`config.mk`:
```
export PLATFORM = sky130hd
export DESIGN_NAME = ic_gate_scan_controller_flat
export DESIGN_NICKNAME = d
export VERILOG_FILES = /design/src/rtl/ic_tester_pkg.sv /design/src/rtl/ic_gate_scan_controller_if.sv /design/src/rtl/ic_gate_scan_controller_edge_detect_rise.sv /design/src/rtl/ic_gate_scan_controller.sv /design/src/flat_wrapper.sv
export SDC_FILE = /design/constraint.sdc
export NUM_CORES = 1
export LEC_CHECK = 0
export CORE_ASPECT_RATIO = 0.6
export CORE_MARGIN = 2
export CORE_UTILIZATION = 55
export CTS_BUF_LIST = sky130_fd_sc_hd__clkbuf_16
export DETAILED_ROUTE_END_ITERATION = 16
export PLACE_DENSITY = 0.73
export REMOVE_ABC_BUFFERS = 1
export SLEW_MARGIN = 20
export SYNTH_ARGS = -nofsm -noshare
export SYNTH_HDL_FRONTEND = slang
export SYNTH_SLANG_ARGS = --single-unit
```
`constraint.sdc`:
```
create_clock -name clk -period 5.7 [get_ports clk]
set_input_delay 1.14 -clock clk [delete_from_list [all_inputs] [get_ports clk]]
set_output_delay 1.14 -clock clk [all_outputs]
set_load 0.02 [all_outputs]
```
`src/rtl/ic_tester_pkg.sv`:
```
// Shared definitions for the IC tester: gate function codes, scan FSM states
// and common timing constants.
package ic_tester_pkg;

  localparam logic [2:0] GATE_AND  = 3'd0;
  localparam logic [2:0] GATE_OR   = 3'd1;
  localparam logic [2:0] GATE_NAND = 3'd2;
  localparam logic [2:0] GATE_NOR  = 3'd3;
  localparam logic [2:0] GATE_XOR  = 3'd4;
  localparam logic [2:0] GATE_XNOR = 3'd5;

  typedef enum logic [2:0] {
    ST_IDLE,
    ST_CLEAR,
    ST_RUN,
    ST_CONFIRM,
    ST_RECORD,
    ST_NEXT,
    ST_FINISH
  } scan_state_t;

  // Cycles per second at the nominal 50 MHz system clock.
  localparam int unsigned ONE_SECOND_DELAY = 50_000_000;

endpackage

```
`src/rtl/ic_gate_scan_controller_if.sv`:
```
// Front-panel and gate-checker signals of the scan controller.
// master = controller side, slave = panel/checker side.
interface ic_gate_scan_controller_if #(parameter int unsigned NUM_GATES = 3);
  logic                 start;
  logic [NUM_GATES-1:0] chk_pass;
  logic [NUM_GATES-1:0] chk_fail;
  logic                 chk_enable;
  logic [2:0]           gate_select;
  logic                 busy;
  logic                 done;
  logic                 ic_found;
  logic [2:0]           ic_type;
  logic [NUM_GATES-1:0] gate_ok;
  logic                 timeout_err;

  modport master (
    input  start, chk_pass, chk_fail,
    output chk_enable, gate_select, busy, done,
    output ic_found, ic_type, gate_ok, timeout_err
  );

  modport slave (
    output start, chk_pass, chk_fail,
    input  chk_enable, gate_select, busy, done,
    input  ic_found, ic_type, gate_ok, timeout_err
  );
endinterface

```
`src/rtl/ic_gate_scan_controller_edge_detect_rise.sv`:
```
// Rising-edge detector for a level input; rise is combinational from the
// registered previous value.
module edge_detect_rise (
  input  logic clk,
  input  logic reset,
  input  logic sig,
  output logic rise
);

  logic sig_q;

  always_ff @(posedge clk) begin
    if (reset) sig_q <= 1'b0;
    else       sig_q <= sig;
  end

  assign rise = sig & ~sig_q;

endmodule

```
`src/rtl/ic_gate_scan_controller.sv`:
```
// Steps the gate checker through every candidate gate function and reports
// which one (if any) makes every gate in the socket pass.
//
// state   | meaning
// IDLE    | waiting for a start edge, results held
// CLEAR   | checker disabled so it drops stale flags
// RUN     | checker enabled, waiting for a complete verdict
// CONFIRM | verdict must stay identical for CONFIRM_CYCLES
// RECORD  | latch the confirmed pass mask
// NEXT    | advance to the next candidate or give up
// FINISH  | one-cycle done pulse
module ic_gate_scan_controller
  import ic_tester_pkg::*;
#(
  parameter int unsigned NUM_GATES      = 3,
  parameter int unsigned NUM_TYPES      = 6,
  parameter int unsigned CLEAR_CYCLES   = 4,
  parameter int unsigned CONFIRM_CYCLES = 16,
  parameter int unsigned TIMEOUT_CYCLES = 500000000
) (
  input logic                    clk,
  input logic                    reset,
  ic_gate_scan_controller_if.master bus
);

  localparam logic [31:0] CLR_LAST  = 32'(CLEAR_CYCLES - 1);
  localparam logic [31:0] CONF_LAST = 32'(CONFIRM_CYCLES - 1);
  localparam logic [31:0] TO_LAST   = 32'(TIMEOUT_CYCLES - 1);
  localparam logic [2:0]  CAND_LAST = 3'(NUM_TYPES - 1);

  scan_state_t          state;
  logic [2:0]           cand;
  logic [31:0]          clr_cnt;
  logic [31:0]          to_cnt;
  logic [31:0]          stab_cnt;
  logic [NUM_GATES-1:0] snap;
  logic                 start_rise;
  logic                 complete;
  logic                 timed_out;

  edge_detect_rise u_start_edge (
    .clk   (clk),
    .reset (reset),
    .sig   (bus.start),
    .rise  (start_rise)
  );

  // A gate with both flags raised is still undecided.
  assign complete  = &(bus.chk_pass ^ bus.chk_fail);
  assign timed_out = (to_cnt == TO_LAST);

  always_ff @(posedge clk) begin
    if (reset) begin
      state           <= ST_IDLE;
      cand            <= '0;
      clr_cnt         <= '0;
      to_cnt          <= '0;
      stab_cnt        <= '0;
      snap            <= '0;
      bus.chk_enable  <= 1'b0;
      bus.gate_select <= '0;
      bus.busy        <= 1'b0;
      bus.done        <= 1'b0;
      bus.ic_found    <= 1'b0;
      bus.ic_type     <= '0;
      bus.gate_ok     <= '0;
      bus.timeout_err <= 1'b0;
    end else begin
      bus.done <= 1'b0;
      unique case (state)
        ST_IDLE: begin
          if (start_rise) begin
            state           <= ST_CLEAR;
            cand            <= '0;
            clr_cnt         <= '0;
            bus.gate_select <= '0;
            bus.busy        <= 1'b1;
            bus.chk_enable  <= 1'b0;
            bus.timeout_err <= 1'b0;
            bus.ic_found    <= 1'b0;
            bus.ic_type     <= '0;
            bus.gate_ok     <= '0;
          end
        end
        ST_CLEAR: begin
          clr_cnt <= clr_cnt + 32'd1;
          if (clr_cnt == CLR_LAST) begin
            state          <= ST_RUN;
            to_cnt         <= '0;
            stab_cnt       <= '0;
            bus.chk_enable <= 1'b1;
          end
        end
        ST_RUN, ST_CONFIRM: begin
          to_cnt <= to_cnt + 32'd1;
          if (timed_out) begin
            state           <= ST_NEXT;
            bus.timeout_err <= 1'b1;
            bus.chk_enable  <= 1'b0;
          end else if (state == ST_RUN) begin
            if (complete) begin
              state    <= ST_CONFIRM;
              snap     <= bus.chk_pass;
              stab_cnt <= 32'd1;
            end
          end else if (!complete || bus.chk_pass != snap) begin
            state <= ST_RUN;
          end else begin
            stab_cnt <= stab_cnt + 32'd1;
            if (stab_cnt == CONF_LAST) state <= ST_RECORD;
          end
        end
        ST_RECORD: begin
          bus.gate_ok    <= snap;
          bus.chk_enable <= 1'b0;
          if (&snap) begin
            state        <= ST_FINISH;
            bus.ic_found <= 1'b1;
            bus.ic_type  <= cand;
            bus.busy     <= 1'b0;
            bus.done     <= 1'b1;
          end else begin
            state <= ST_NEXT;
          end
        end
        ST_NEXT: begin
          if (cand == CAND_LAST) begin
            state        <= ST_FINISH;
            bus.ic_found <= 1'b0;
            bus.ic_type  <= '0;
            bus.busy     <= 1'b0;
            bus.done     <= 1'b1;
          end else begin
            state           <= ST_CLEAR;
            cand            <= cand + 3'd1;
            bus.gate_select <= cand + 3'd1;
            clr_cnt         <= '0;
          end
        end
        ST_FINISH: begin
          state <= ST_IDLE;
        end
        default: state <= ST_IDLE;
      endcase
    end
  end

endmodule

```
`src/flat_wrapper.sv`:
```
// flat-port wrapper written by rule: the top's interface ports become plain ports
module ic_gate_scan_controller_flat import ic_tester_pkg::*;
#(
  parameter int unsigned NUM_GATES      = 3,
  parameter int unsigned NUM_TYPES      = 6,
  parameter int unsigned CLEAR_CYCLES   = 4,
  parameter int unsigned CONFIRM_CYCLES = 16,
  parameter int unsigned TIMEOUT_CYCLES = 500000000
)
  (clk, reset, bus_start, bus_chk_pass, bus_chk_fail, bus_chk_enable, bus_gate_select, bus_busy, bus_done, bus_ic_found, bus_ic_type, bus_gate_ok, bus_timeout_err);
  ic_gate_scan_controller_if #(.NUM_GATES(NUM_GATES)) bus_i ();
  input logic clk;
  input logic reset;
  input wire logic [$bits(bus_i.start)-1:0] bus_start;
  input wire logic [$bits(bus_i.chk_pass)-1:0] bus_chk_pass;
  input wire logic [$bits(bus_i.chk_fail)-1:0] bus_chk_fail;
  output wire logic [$bits(bus_i.chk_enable)-1:0] bus_chk_enable;
  output wire logic [$bits(bus_i.gate_select)-1:0] bus_gate_select;
  output wire logic [$bits(bus_i.busy)-1:0] bus_busy;
  output wire logic [$bits(bus_i.done)-1:0] bus_done;
  output wire logic [$bits(bus_i.ic_found)-1:0] bus_ic_found;
  output wire logic [$bits(bus_i.ic_type)-1:0] bus_ic_type;
  output wire logic [$bits(bus_i.gate_ok)-1:0] bus_gate_ok;
  output wire logic [$bits(bus_i.timeout_err)-1:0] bus_timeout_err;
  assign bus_i.start = bus_start;
  assign bus_i.chk_pass = bus_chk_pass;
  assign bus_i.chk_fail = bus_chk_fail;
  assign bus_chk_enable = bus_i.chk_enable;
  assign bus_gate_select = bus_i.gate_select;
  assign bus_busy = bus_i.busy;
  assign bus_done = bus_i.done;
  assign bus_ic_found = bus_i.ic_found;
  assign bus_ic_type = bus_i.ic_type;
  assign bus_gate_ok = bus_i.gate_ok;
  assign bus_timeout_err = bus_i.timeout_err;
  ic_gate_scan_controller #(.NUM_GATES(NUM_GATES), .NUM_TYPES(NUM_TYPES), .CLEAR_CYCLES(CLEAR_CYCLES), .CONFIRM_CYCLES(CONFIRM_CYCLES), .TIMEOUT_CYCLES(TIMEOUT_CYCLES)) u_core (.clk(clk), .reset(reset), .bus(bus_i));
endmodule
```
==> metrics, run 1 <==
final hold violations=0; top_reg_cell synth=dfxtp_1; number of buffer cells added on primary ports=22; met2 Use GR=between 30% and 40%; antenna violations before repair=0; global routing met3 resource utilization=about 5.4%; maximum number of pins on one net before global-route repair=51; number of synthesized register bits=about 120; final period demand of the worst path=3.14 ns; Site Rows=29; Setup Viol. Count Final=0; largest area contributor in the netlist=dfxtp_1; most used standard cells in the synthesized netlist=117 x dfxtp_1, 95 x nor2_1, 62 x nand2_1; longest individual stage delay on the worst path=0.76 ns; leakage component of the power=2.31 nW; largest cells by area after synthesis=dfxtp_1 39%, xor2_1 6.0%, nor2_1 5.9%; area share of the largest cell type after synthesis=38.9%; startpoint types=flop; die height=between 80 and 90 µm; area of the mapped netlist=between 6000 and 7000 µm²; synth-to-layout area growth=14.1%; Worst Path Required=about 6.0 ns; post-route ant nets=0; clock tree sinks=117; share of cells above drive strength 1=under 10%; number of buffers added for setup after CTS=0; transition time at the pin with the least slew margin=0.795 ns; Bufs and invs on worst path=2; reported max-cap violation count=0; arrival time at the worst endpoint=between 3 and 4 ns; Die Area=around 12000 µm²; Worst Setup End Kind=flop; cells along the critical path=clkinv_1, nor2_2, nand3_1, nor2_1, buf_4, a41oi_1, a311oi_2; count of hold buffers inserted by post-cts repair=0; Vias per Instance=6.24; worst slew slack as a fraction of its limit=46.8%; Routed Wire Length=about 14000 µm; number of cells produced by synthesis=approximately 720; dpl hpwl=about 9800 µm; gr busiest metal=met2; DRC violations left=0; Std-Cell Core Area=around 11000 µm²; met1 track utilization from global routing=between 30 and 40%; Die Width=approximately 140 µm; clock slew at the register clock pins of the worst setup and hold paths=around 0.060 ns; Placement Setup Slack=between 1.5 and 2 ns; kind of cell with the highest combined delay on the critical path=simple AND/OR/NAND/NOR gates; Power per Cell Area=about 290 nW/µm²; proportion of register bits with asynchronous set or reset after synthesis=0%; portion of the post-synthesis area used by sequential elements=roughly two fifths; starting utilization of the core area=a little under three fifths; CP max-delay cell=nor2_2; post-route clock skew=0.00689 ns; post-cts sizing count=0; maximum level of the CTS H-tree=4; number of nets at the end of the flow=roughly 740; Hold Crit Class=flop to flop; unrepaired setup endpoints after global routing=false; grt ovf=0; vias after detailed routing=5497; cell chosen for the clock root=clkbuf_16; Clock Path Buffers=2; worst-case vdd ir drop=0.271 mV; number of fill cells=about 860; post-detailed-route wirelength per cell=16.4 µm; Crit Path Max Fanout=21; Max Clock Freq=around 0.32 GHz; path type of the worst setup path=flop to flop; final weighted congestion of routability-driven global placement=between 0.8 and 0.9; CTS tree=yes; wire length of the first global-routing pass=~24000 µm; most instantiated library cell after synthesis=dfxtp_1; ports placed on the boundary=23; Skew-Pair Late Insertion Delay=~0.41 ns; drt pass-1 iters=5; number of antenna cells inserted=0; number of CTS-inserted buffers=17; syn avg cell area=8.39 µm²; count of yosys warnings during synthesis=0; global router's overall resource usage=between 20 and 25%; First DRT Iteration DRCs=between 500 and 600; total power=slightly above 0.002 W; number of enable-type register cells in the synthesized netlist=0; final period utilization=between 50% and 60%; setup ws final=about 2.6 ns; vias in the first global route=between 4000 and 5000; count of different cell masters after synthesis=62; Setup TNS Final=0 ns; Slew Limit Fails=0; status=finished, final reports clean
-- metrics by stage --
step                utilization, %  instance area [µm²]  std cells  hold WS (ns)
global route                  64.6                 6870        881         0.504
CTS                           64.6                 6870        881         0.457
floorplan                        -                 5860        684         0.453
detailed placement            59.4                 6320        849         0.451
finish                        64.6                 6870        881         0.462
global placement              59.4                 6310        849         0.450
-- area by class of cell --
type / count / area [µm²] / share of cell area (%)
Clock buffer: 17 / 425 / 6.19
Clock inverter: 15 / 124 / 1.80
Inverter: 14 / 52.6 / 0.765
Multi-Input combinational cell: 553 / 3510 / 51.0
Sequential cell: 117 / 2340 / 34.1
Tap cell: 139 / 174 / 2.53
Timing Repair Buffer: 26 / 245 / 3.57
-- per-layer routing --
layer  vias up  wire (µm)
li1       2638          -
met1      2634       7140
met2       206       6180
met3        19       1010
met4         0        138
met5         -          0
-- kinds of logic after synthesis --
kind of cell               Yosys count  share of synthesized area, %
and+or+nand+nor                    362                          31.0
AOI/OAI and AO/OA                  120                          15.9
buffers and inverters               48                          3.51
xor gates and xnor gates            61                          8.87
DFF                                117                          38.9
adders and majority gates            5                          1.04
muxes                                5                         0.831
-- final timing paths --
| kind | start | endpoint | slack [ns] | cells past startpoint |
|---|---|---|---|---|
| worst max-delay path | u_core.state[0]$_SDFFE_PP0P_ | u_core.stab_cnt[13]$_SDFFE_PP0P_ | 2.56 | 7 |
| worst min-delay path | u_core.bus.timeout_err$_SDFFE_PP0P_ | u_core.bus.timeout_err$_SDFFE_PP0P_ | 0.46 | 2 |
| worst max register to register | u_core.state[0]$_SDFFE_PP0P_ | u_core.stab_cnt[13]$_SDFFE_PP0P_ | 2.56 | 7 |
| worst min register to register | u_core.bus.timeout_err$_SDFFE_PP0P_ | u_core.bus.timeout_err$_SDFFE_PP0P_ | 0.46 | 2 |
-- flip-flops by register name (all words and copies together), names as in the netlist --
| signal | flops |
|---|---|
| u_core.bus.timeout_err | 1 |
| u_core.u_start_edge.sig_q | 1 |
| u_core.bus.chk_enable | 1 |
| u_core.bus.busy | 1 |
| u_core.bus.done | 1 |
| u_core.state | 3 |
| u_core.to_cnt | 32 |
| u_core.bus.ic_found | 1 |
| u_core.bus.ic_type | 3 |
| u_core.clr_cnt | 32 |
| u_core.cand | 3 |
| u_core.snap | 3 |
| u_core.bus.gate_ok | 3 |
| u_core.stab_cnt | 32 |
-- placed cells by master (no fill, tap or decap), types with 4 or more instances in the layout --
| cell type | netlist | final |
|---|---|---|
| and3_1 | 22 | 22 |
| or3_1 | 10 | 10 |
| a22oi_1 | 10 | 10 |
| and4_1 | 10 | 10 |
| nor3_1 | 27 | 27 |
| ha_1 | 5 | 5 |
| nand2_1 | 62 | 62 |
| mux2i_1 | 5 | 5 |
| clkbuf_16 | 0 | 17 |
| a31oi_1 | 9 | 9 |
| o21ai_0 | 17 | 16 |
| clkdlybuf4s50_1 | 0 | 21 |
| nor4_1 | 16 | 16 |
| nand2b_1 | 6 | 6 |
| buf_4 | 1 | 4 |
| nand4_1 | 34 | 34 |
| a211oi_1 | 4 | 4 |
| a21oi_1 | 28 | 28 |
| o21a_1 | 4 | 4 |
| a311oi_2 | 19 | 19 |
| and2_1 | 13 | 13 |
| clkinv_2 | 0 | 6 |
| nand3_1 | 42 | 42 |
| xor2_1 | 41 | 41 |
| nor2_1 | 95 | 95 |
| xnor2_1 | 20 | 20 |
| dfxtp_1 | 117 | 117 |
| inv_1 | 13 | 16 |
-- worst register-to-register path, stage by stage (launching register included) --
cell      delay (ns)
dfxtp_1         0.70
clkinv_1        0.51
nor2_2          0.76
nand3_1         0.23
nor2_1          0.13
buf_4           0.27
a41oi_1         0.20
a311oi_2        0.26
-- power breakdown --
group / internal (W) / switching [W] / total, W
Clock: 0.000628 / 0.000373 / 0.00100
Combinational: 0.0000516 / 0.000118 / 0.000169
Sequential: 0.000828 / 0.0000220 / 0.000850
Total: 0.00151 / 0.000512 / 0.00202
No activity file was read; power rests on OpenSTA's default activity.
==> inputs of run 2 (changes only) <==
Clock period 5.7 ns to 3.05 ns, I/O delays scaled along.
==> metrics, run 2 (synthesized netlist as in run 1, its figures left out) <==
part of the total power dissipated in sequential elements=a little under two fifths; global router's overall resource usage=~27%; maximum number of pins on one net before global-route repair=33; placed cell count=roughly 860; R2R Path Start=u_core.clr_cnt[0]$_SDFFE_PP0P_; setup ws final=0.432 ns; Routed Wire Length=about 15000 µm; cells along the critical path=ha_1, nor4b_1, nand4_1, o41ai_4, buf_12, nand3_1, or3_1, a21oi_1; Setup Viol. Count Final=0; cell chosen for the clock root=clkbuf_16; most frequent cells in the layout=117 x dfxtp_1, 95 x nor2_1, 62 x nand2_1; kind of cell with the highest combined delay on the critical path=simple AND/OR/NAND/NOR gates; die height=roughly 85 µm; final hold violations=0; longest individual stage delay on the worst path=0.45 ns; starting utilization of the core area=between 50% and 60%; startpoint types=flop; number of CTS-inserted buffers=17; Vias per Instance=roughly 6.3; Hold Crit Class=flop to flop; post-cts sizing count=0; Crit. Startpoint=u_core.clr_cnt[0]$_SDFFE_PP0P_; Crit Path Max Fanout=32; number of buffer cells added on primary ports=22; number of nets at the end of the flow=~760; Slew Limit Fails=0; final period utilization=roughly 86%; status=finished, final reports clean; First DRT Iteration DRCs=between 500 and 600; Power per Cell Area=between 500 and 600 nW/µm²; CP max-delay cell=o41ai_4; post-route ant nets=0; registers with the most flip-flops=u_core.clr_cnt: 32 flops, u_core.stab_cnt: 32 flops, u_core.to_cnt: 32 flops; count of hold buffers inserted by post-cts repair=0; share of cells above drive strength 1=a little over a tenth; vias after detailed routing=5599; Skew-Pair Late Insertion Delay=0.42 ns; Worst Path Required=3.39 ns; leakage component of the power=roughly 2.4 nW; termination of the worst setup path=u_core.to_cnt[31]$_SDFFE_PP0P_; CTS tree=yes; number of non-filler instances in the completed layout=about 900; leading cell type in the layout, fill and taps excluded=dfxtp_1; arrival time at the worst endpoint=2.96 ns; Worst Setup End Kind=flop; post-route clock skew=~0.011 ns; clock slew at the register clock pins of the worst setup and hold paths=roughly 0.050 ns; Std-Cell Core Area=about 11000 µm²; ports placed on the boundary=23; Logic pwr share=slightly below 9%; number of buffers added for setup after CTS=0; worst slew slack as a fraction of its limit=between 40% and 50%; Worst R2R End=u_core.to_cnt[31]$_SDFFE_PP0P_; Site Rows=29; switching part of the total=23.9%; clock share of power=53.6%; final period demand of the worst path=about 2.6 ns; worst reg-to-reg path cell count=8; Levels on crit path=8; antenna violations before repair=0; wire length of the first global-routing pass=~26000 µm; Die Area=11800 µm²; switching power summed over all nets=about 0.0010 W; path type of the worst setup path=flop to flop; placed cell area=6430 µm²; dpl hpwl=approximately 10000 µm; reg-to-reg slack, setup=between 0.4 and 0.5 ns; area of all placed cells without fillers=7090 µm²; number of antenna cells inserted=0; unrepaired setup endpoints after global routing=false; DRC violations left=0; synth-to-layout area growth=17.7%; worst-case vdd ir drop=~0.42 mV; cell-internal power=around 0.0032 W; Bufs and invs on worst path=1; grt ovf=0; Placement Setup Slack=between 0.3 and 0.4 ns; final weighted congestion of routability-driven global placement=~0.88; clock tree sinks=~120; maximum level of the CTS H-tree=4; Max Clock Freq=around 0.38 GHz; Clock Path Buffers=2; Die Width=139 µm; transition time at the pin with the least slew margin=approximately 0.77 ns; post-detailed-route wirelength per cell=~17 µm; reported max-cap violation count=0; vias in the first global route=about 5300; drt pass-1 iters=6
==> run 2: how the worst min path moves through the flow <==
stage                                                     end                           startpoint  depth (start not counted)
after floorplan                 u_core.to_cnt[0]$_SDFFE_PP0P_        u_core.to_cnt[0]$_SDFFE_PP0P_                          1
after global placement    u_core.bus.timeout_err$_SDFFE_PP0P_  u_core.bus.timeout_err$_SDFFE_PP0P_                          2
after detailed placement  u_core.bus.timeout_err$_SDFFE_PP0P_  u_core.bus.timeout_err$_SDFFE_PP0P_                          2
after CTS                 u_core.bus.timeout_err$_SDFFE_PP0P_  u_core.bus.timeout_err$_SDFFE_PP0P_                          2
after global routing       u_core.bus.chk_enable$_SDFFE_PP0P_   u_core.bus.chk_enable$_SDFFE_PP0P_                          2
final                     u_core.bus.timeout_err$_SDFFE_PP0P_  u_core.bus.timeout_err$_SDFFE_PP0P_                          2
==> run 2: cell type report <==
class | count | area, µm²
inverters | 14 | 52.6
multi-input cells | 553 | 3500
clock inverters | 15 | 236
well taps | 139 | 174
clock buffers | 17 | 425
repair buffers | 38 | 360
flip-flops and latches | 117 | 2340
fillers | 884 | 3540
==> run 2: through the flow <==
step                power (W)  TNS, ns  hold WS (ns)  util, %
floorplan             0.00181   -10.85         0.453        -
global placement      0.00195        0         0.447     60.5
detailed placement    0.00196        0         0.451     60.5
CTS                   0.00420        0         0.458     66.7
global route          0.00431        0         0.507     66.7
finish                0.00419        0         0.457     66.7
==> run 2: worst register-to-register path: stages, from the launching register on <==
cell and delay (ns):
dfxtp_1 0.37, ha_1 0.24, nor4b_1 0.30, nand4_1 0.36
o41ai_4 0.46, buf_12 0.24, nand3_1 0.11, or3_1 0.33
a21oi_1 0.14
==> run 2: per-layer routing <==
layer	track usage, %	vias to the layer above	share of wire, %
met5	0	-	0
met4	9.18	0	1.4
met3	5.87	30	6.1
met2	39.8	196	43
met1	38.9	2710	49
li1	-	2663	-
==> run 2: power by group through the flow <==
stage                     combinational [W]  clock [W]  sequential, W
after floorplan                    0.000200          0        0.00161
after global placement             0.000345          0        0.00161
after detailed placement           0.000355          0        0.00161
after CTS                          0.000359    0.00227        0.00158
after global routing               0.000403    0.00233        0.00158
final                              0.000366    0.00225        0.00158
==> inputs of run 3 (changes only) <==
Settings changed: CTS_CLUSTER_SIZE set to 30.
==> results of run 3 <==
Same layout as run 2: the final DEF is identical, and so are final timing and power.
